$ cat src/rtl/reg_writeback_queue_pkg.sv
// rtl/reg_writeback_queue_pkg.sv - shared constants and helpers for the writeback queue
package reg_writeback_queue_pkg;

  localparam int AW_DEF = 5;
  localparam int DW_DEF = 32;
  localparam int REG_ZERO = 0;

  // Width needed to hold an occupancy value in 0..depth inclusive
  function automatic int cnt_w(input int depth);
    return $clog2(depth + 1);
  endfunction

endpackage

$ cat src/rtl/wbq_fifo.sv
// rtl/wbq_fifo.sv - circular storage for pending register writes with per-entry valid vector
module wbq_fifo
  import reg_writeback_queue_pkg::*;
#(
  parameter int DEPTH = 4,
  parameter int AW    = AW_DEF,
  parameter int DW    = DW_DEF,
  parameter int PW    = $clog2(DEPTH)
) (
  input  logic                         clock,
  input  logic                         reset,
  input  logic                         push,
  input  logic                         pop,
  input  logic                         clear,
  input  logic [AW-1:0]                push_addr,
  input  logic [DW-1:0]                push_data,
  output logic [AW-1:0]                head_addr,
  output logic [DW-1:0]                head_data,
  output logic [cnt_w(DEPTH)-1:0]      count,
  output logic                         full,
  output logic                         empty,
  output logic [PW-1:0]                rd_ptr,
  output logic [DEPTH-1:0]             entry_valid,
  output logic [DEPTH-1:0][AW-1:0]     mem_addr,
  output logic [DEPTH-1:0][DW-1:0]     mem_data
);

  localparam int CW = cnt_w(DEPTH);

  logic [PW-1:0] wr_ptr;

  assign full      = (count == CW'(DEPTH));
  assign empty     = (count == '0);
  assign head_addr = mem_addr[rd_ptr];
  assign head_data = mem_data[rd_ptr];

  // Pointers and occupancy; clear wins over any concurrent push/pop
  always_ff @(posedge clock or negedge reset) begin
    if (!reset) begin
      wr_ptr <= '0;
      rd_ptr <= '0;
      count  <= '0;
    end else if (clear) begin
      wr_ptr <= '0;
      rd_ptr <= '0;
      count  <= '0;
    end else begin
      if (push) wr_ptr <= wr_ptr + 1'b1;
      if (pop)  rd_ptr <= rd_ptr + 1'b1;
      count <= count + CW'(push) - CW'(pop);
    end
  end

  // Entry storage; contents are qualified by entry_valid so no reset is needed
  always_ff @(posedge clock) begin
    if (push && !clear) begin
      mem_addr[wr_ptr] <= push_addr;
      mem_data[wr_ptr] <= push_data;
    end
  end

  // An entry is live when its distance from the head is below the occupancy
  always_comb begin
    entry_valid = '0;
    for (int k = 0; k < DEPTH; k++) begin
      logic [PW-1:0] offs;
      offs = PW'(k) - rd_ptr;
      entry_valid[k] = (CW'(offs) < count);
    end
  end

endmodule

$ cat src/rtl/reg_writeback_queue.sv
// rtl/reg_writeback_queue.sv - buffered register-file write initiator with forwarding lookup
module reg_writeback_queue
  import reg_writeback_queue_pkg::*;
#(
  parameter int DEPTH = 4,
  parameter int AW    = AW_DEF,
  parameter int DW    = DW_DEF
) (
  input  logic                    clock,
  input  logic                    reset,
  input  logic                    in_valid,
  output logic                    in_ready,
  input  logic [AW-1:0]           in_addr,
  input  logic [DW-1:0]           in_data,
  input  logic                    hold,
  input  logic                    flush,
  output logic                    enc,
  output logic [AW-1:0]           addrc,
  output logic [DW-1:0]           datac,
  input  logic [AW-1:0]           fwd_addr,
  output logic                    fwd_hit,
  output logic [DW-1:0]           fwd_data,
  output logic [cnt_w(DEPTH)-1:0] count
);

  localparam int PW = $clog2(DEPTH);

  logic                     full, empty, push, pop;
  logic [AW-1:0]            head_addr;
  logic [DW-1:0]            head_data;
  logic [PW-1:0]            rd_ptr;
  logic [DEPTH-1:0]         entry_valid;
  logic [DEPTH-1:0][AW-1:0] mem_addr;
  logic [DEPTH-1:0][DW-1:0] mem_data;

  // Full blocks input even if a pop happens this edge; writes to r0 are accepted and dropped
  assign in_ready = !full && !flush;
  assign push     = in_valid && in_ready && (in_addr != AW'(REG_ZERO));
  assign pop      = !empty && !hold && !flush;

  wbq_fifo #(.DEPTH(DEPTH), .AW(AW), .DW(DW), .PW(PW)) u_fifo (
    .clock       (clock),
    .reset       (reset),
    .push        (push),
    .pop         (pop),
    .clear       (flush),
    .push_addr   (in_addr),
    .push_data   (in_data),
    .head_addr   (head_addr),
    .head_data   (head_data),
    .count       (count),
    .full        (full),
    .empty       (empty),
    .rd_ptr      (rd_ptr),
    .entry_valid (entry_valid),
    .mem_addr    (mem_addr),
    .mem_data    (mem_data)
  );

  // Output stage: one register-file write per popped entry, address/data held when idle
  always_ff @(posedge clock or negedge reset) begin
    if (!reset) begin
      enc   <= 1'b0;
      addrc <= '0;
      datac <= '0;
    end else if (pop) begin
      enc   <= 1'b1;
      addrc <= head_addr;
      datac <= head_data;
    end else begin
      enc   <= 1'b0;
    end
  end

  // Forward search from oldest to youngest so the last match (youngest) wins
  always_comb begin
    logic [PW-1:0] idx;
    fwd_hit  = 1'b0;
    fwd_data = '0;
    idx      = '0;
    if (fwd_addr != AW'(REG_ZERO)) begin
      if (enc && (addrc == fwd_addr)) begin
        fwd_hit  = 1'b1;
        fwd_data = datac;
      end
      for (int i = 0; i < DEPTH; i++) begin
        idx = rd_ptr + PW'(i);
        if (entry_valid[idx] && (mem_addr[idx] == fwd_addr)) begin
          fwd_hit  = 1'b1;
          fwd_data = mem_data[idx];
        end
      end
    end
  end

endmodule
$ cat config.mk
export PLATFORM = sky130hd
export DESIGN_NAME = reg_writeback_queue
export DESIGN_NICKNAME = d
export VERILOG_FILES = /design/src/rtl/reg_writeback_queue_pkg.sv /design/src/rtl/wbq_fifo.sv /design/src/rtl/reg_writeback_queue.sv
export SDC_FILE = /design/constraint.sdc
export NUM_CORES = 1
export LEC_CHECK = 0
export CAP_MARGIN = 20
export CORE_UTILIZATION = 50
export CTS_CLUSTER_SIZE = 30
export DETAILED_ROUTE_END_ITERATION = 16
export PLACE_DENSITY = 0.74
export SYNTH_ARGS = -nofsm -noshare
export SYNTH_HDL_FRONTEND = slang
export SYNTH_SLANG_ARGS = --single-unit
export TNS_END_PERCENT = 1
$ cat constraint.sdc
create_clock -name clock -period 9.79 [get_ports clock]
set_input_delay 2.4475 -clock clock [delete_from_list [all_inputs] [get_ports clock]]
set_output_delay 2.4475 -clock clock [all_outputs]
set_load 0.005 [all_outputs]
==> summary.log <==
qor: yosys.synth_cells 1019
qor: detailed_routing.first_pass_iters 6
qor: timing.final_period_minus_worst_setup_slack 8.67 ns
qor: place.place.port_buffers 121
qor: timing.tns 0 ns
qor: detailed_routing.vias_per_cell 6.13
qor: outcome.outcome complete, no violations
qor: finish.final_core_util 60.0%
qor: setup_path.worst-endpoint-required 7.34 ns
qor: timing.fin_crit_sh 88.5%
qor: worst_hold_path.hold_path_class flop to flop
qor: yosys.synth_flop_cell sky130_fd_sc_hd__edfxtp_1
qor: setup_path.cp-end-kind output pin
qor: timing.report.final.setup_viol 0
qor: yosys.mapped_avg_cell_area 11.2 um2
qor: clocking.post_cts_buffers 0
qor: timing.timing.fmax 115 MHz
qor: setup_path.setup.worst_path.class input port to output pin
qor: clocking.max-clock-path-buffers 2
qor: detailed_routing.drc_errors 0
qor: yosys.ys.warnings.count 0
qor: flow_run.drv.max_cap_violation_count 0
qor: yosys.ys_top_cells_by_count sky130_fd_sc_hd__edfxtp_1, sky130_fd_sc_hd__o21ai_0, sky130_fd_sc_hd__nand2_1
qor: yosys.synth_async_sr_flop_share 23.3%
qor: detailed_routing.routed_vias 8455
qor: global_routing.grt_antenna_before_repair 0
qor: yosys.synth-seq-cells 193
qor: finish.antenna_cells 0
qor: pwr.total_leakage_power 4.43 nW
qor: finish.design.final.nets 1144
qor: floorplan.design.core.area 22100 um2
qor: global_routing.globalRouteTotalUtil 24.4%
qor: clocking.postCtsResizedCells 0
qor: place.hpwl_dp 16900 um
qor: clocking.cts_made_buffers 17
qor: setup_path.timing.critical_path.fanout_max 25
qor: floorplan.dieWidth 153 um
qor: timing.slew-limit-headroom 29.4%
qor: clocking.worst_skew_late_latency 0.44 ns
qor: pwr.worst_ir_drop_vdd 0.148 mV
qor: detailed_routing.drt-total-wl 27400 um
qor: detailed_routing.wl_met2 13700 um
qor: place.place_inst 1347
qor: yosys.synth.yosys.seq_area_share 48.9%
qor: pwr.p_per_area 217 nW/um2
qor: timing.worst_slew_pin_slew 1.06 ns
qor: clocking.tritoncts built
qor: clocking.cts_htree_levels 4
qor: floorplan.fp-row-count 54
qor: detailed_routing.top_layer_used met4
qor: global_routing.globalRoute.totalOverflow 0
qor: global_routing.grt_pass1_wl 43900 um
qor: detailed_routing.route.met3.wl 1680 um
qor: setup_path.crit_arrival 6.22 ns
qor: timing.report.final.hold_viol_count 0
qor: timing.fin_worst_hold_slack 0.516 ns
qor: clocking.post_cts_hold_buffer_count 0
qor: detailed_routing.final_antenna_net_count 0
qor: clocking.clkTransAtPathRegs 0.07 ns
qor: global_routing.grt_start_max_net_pins 103
qor: timing.rsz0062_at_grt false
qor: clocking.cts_root_buffer sky130_fd_sc_hd__clkbuf_16
qor: place.dpl_cell_area 12700 um2
qor: floorplan.initial_standard_cell_utilization_of_the_core 51.6%
qor: floorplan.design.portCount 122
qor: finish.fin_cells 1379
qor: finish.post_route_cells_drive_above_1_share 12.7%
qor: yosys.synth_edf_count 148
qor: finish.final_design_area_no_fill 13200 um2
qor: floorplan.fp.dieArea 23400 um2
qor: yosys.synth_area_leaders sky130_fd_sc_hd__edfxtp_1, sky130_fd_sc_hd__dfrtp_1, sky130_fd_sc_hd__mux4_2
qor: floorplan.die_height 153 um
qor: yosys.syn_nets 1077
qor: timing.clock_skew 0.0104 ns
qor: finish.area_growth 16.2%
qor: detailed_routing.met1_length 11600 um
qor: detailed_routing.detail_route.wl_per_cell 19.9 um
qor: yosys.synth_top_area_cell sky130_fd_sc_hd__edfxtp_1
qor: clocking.clkSinkCount 193
qor: yosys.synthDominantCellAreaShare 39.0%
qor: yosys.mappedNetlistArea 11400 um2
qor: timing.maxSlewViolCount 0
qor: yosys.synth_cell_type_count 49
qor: place.gp_routability_congestion 0.809
qor: yosys.post-synth-top-count-cell sky130_fd_sc_hd__edfxtp_1
qor: setup_path.critPathLaunchType input port
qor: detailed_routing.detail_route.iter0.violations 603
qor: global_routing.vias_in_the_first_global_route 8138
==> per-stage QoR <==
stage | setup WS, ns | total power [W]
final | 1.12 | 0.00288
after detailed placement | 1.15 | 0.00222
after CTS | 1.16 | 0.00289
after global routing | 0.829 | 0.00305
after global placement | 1.22 | 0.00220
after floorplan | 3.09 | 0.00182
==> report_power, final <==
group	leakage [nW]	total, W	internal [W]	switching [W]
Sequential	1.90	0.00114	0.000992	0.000148
Combinational	2.27	0.00107	0.000556	0.000516
Clock	0.260	0.000666	0.000353	0.000312
==> registers in the layout, summed over array words and instances (netlist names) <==
register	flops
u_fifo.mem_data	128
datac	32
u_fifo.mem_addr	20
addrc	5
u_fifo.count	3
u_fifo.rd_ptr	2
u_fifo.wr_ptr	2
enc	1
==> cell type report <==
type	count	area [um2]
Clock inverter	14	130
Tap cell	280	350
Clock buffer	18	429
Timing Repair Buffer	138	1330
Sequential cell	193	5580
Multi-Input combinational cell	726	5390
Fill cell	1748	8850
Inverter	10	37.5
==> cell usage in the layout, fill, tap and decap left out, types with 19 or more instances in the layout <==
| cell type | instances |
|---|---|
| sky130_fd_sc_hd__o31a_1 | 25 |
| sky130_fd_sc_hd__nor2b_1 | 27 |
| sky130_fd_sc_hd__nor2_1 | 69 |
| sky130_fd_sc_hd__edfxtp_1 | 148 |
| sky130_fd_sc_hd__xor2_1 | 19 |
| sky130_fd_sc_hd__a21oi_1 | 58 |
| sky130_fd_sc_hd__and2_1 | 25 |
| sky130_fd_sc_hd__nor3_1 | 54 |
| sky130_fd_sc_hd__clkdlybuf4s50_1 | 120 |
| sky130_fd_sc_hd__mux2i_1 | 68 |
| sky130_fd_sc_hd__o22ai_1 | 26 |
| sky130_fd_sc_hd__mux2_2 | 37 |
| sky130_fd_sc_hd__dfrtp_1 | 43 |
| sky130_fd_sc_hd__nand2_1 | 80 |
| sky130_fd_sc_hd__o21ai_0 | 83 |
| sky130_fd_sc_hd__a311oi_1 | 25 |
| sky130_fd_sc_hd__mux4_2 | 40 |
==> layer usage <==
| metal | vias up | GRT usage, % |
|---|---|---|
| met4 | 0 | 8.47 |
| met5 | - | 0 |
| li1 | 3983 | - |
| met1 | 4113 | 31.3 |
| met2 | 320 | 41.6 |
| met3 | 39 | 4.34 |
==> critical path: stages <==
cell                              delay (ns)
sky130_fd_sc_hd__clkdlybuf4s50_1        0.60
sky130_fd_sc_hd__xor2_1                 0.25
sky130_fd_sc_hd__nor4_1                 0.42
sky130_fd_sc_hd__nand3_2                0.50
sky130_fd_sc_hd__buf_4                  0.43
sky130_fd_sc_hd__o211ai_1               0.13
sky130_fd_sc_hd__buf_4                  0.35
sky130_fd_sc_hd__o21ai_0                0.13
sky130_fd_sc_hd__nor3_1                 0.36
sky130_fd_sc_hd__clkdlybuf4s50_1        0.57
==> cell families (layout without fill, tap and decap cells) <==
family / Yosys count / in the layout / synth area share (%)
AND/OR/NAND/NOR: 293 / 293 / 12.2
XOR/XNOR: 35 / 35 / 2.69
flip-flops: 193 / 193 / 48.9
buffers and inverters: 100 / 180 / 3.97
AO/OA/AOI/OAI: 242 / 242 / 13.5
adder cells (fa/ha/maj): 11 / 11 / 1.27
multiplexers: 145 / 145 / 17.5
==> worst paths after layout <==
kind / startpoint / end / slack, ns / cells after the start
max in group asynchronous: reset / u_fifo.rd_ptr[0]$_DFFE_PN0P_ / 7.12 / 2
min reg2reg: datac[11]$_DFFE_PN0P_ / datac[11]$_DFFE_PN0P_ / 0.52 / 2
min in group asynchronous: reset / u_fifo.wr_ptr[0]$_DFFE_PN0P_ / 2.13 / 2
max reg2reg: u_fifo.count[2]$_DFF_PN0_ / u_fifo.count[2]$_DFF_PN0_ / 6.11 / 10
min: datac[11]$_DFFE_PN0P_ / datac[11]$_DFFE_PN0P_ / 0.52 / 2
max: fwd_addr[4] / fwd_data[29] / 1.12 / 10
Note: power is estimated with default switching activity, not from simulation.
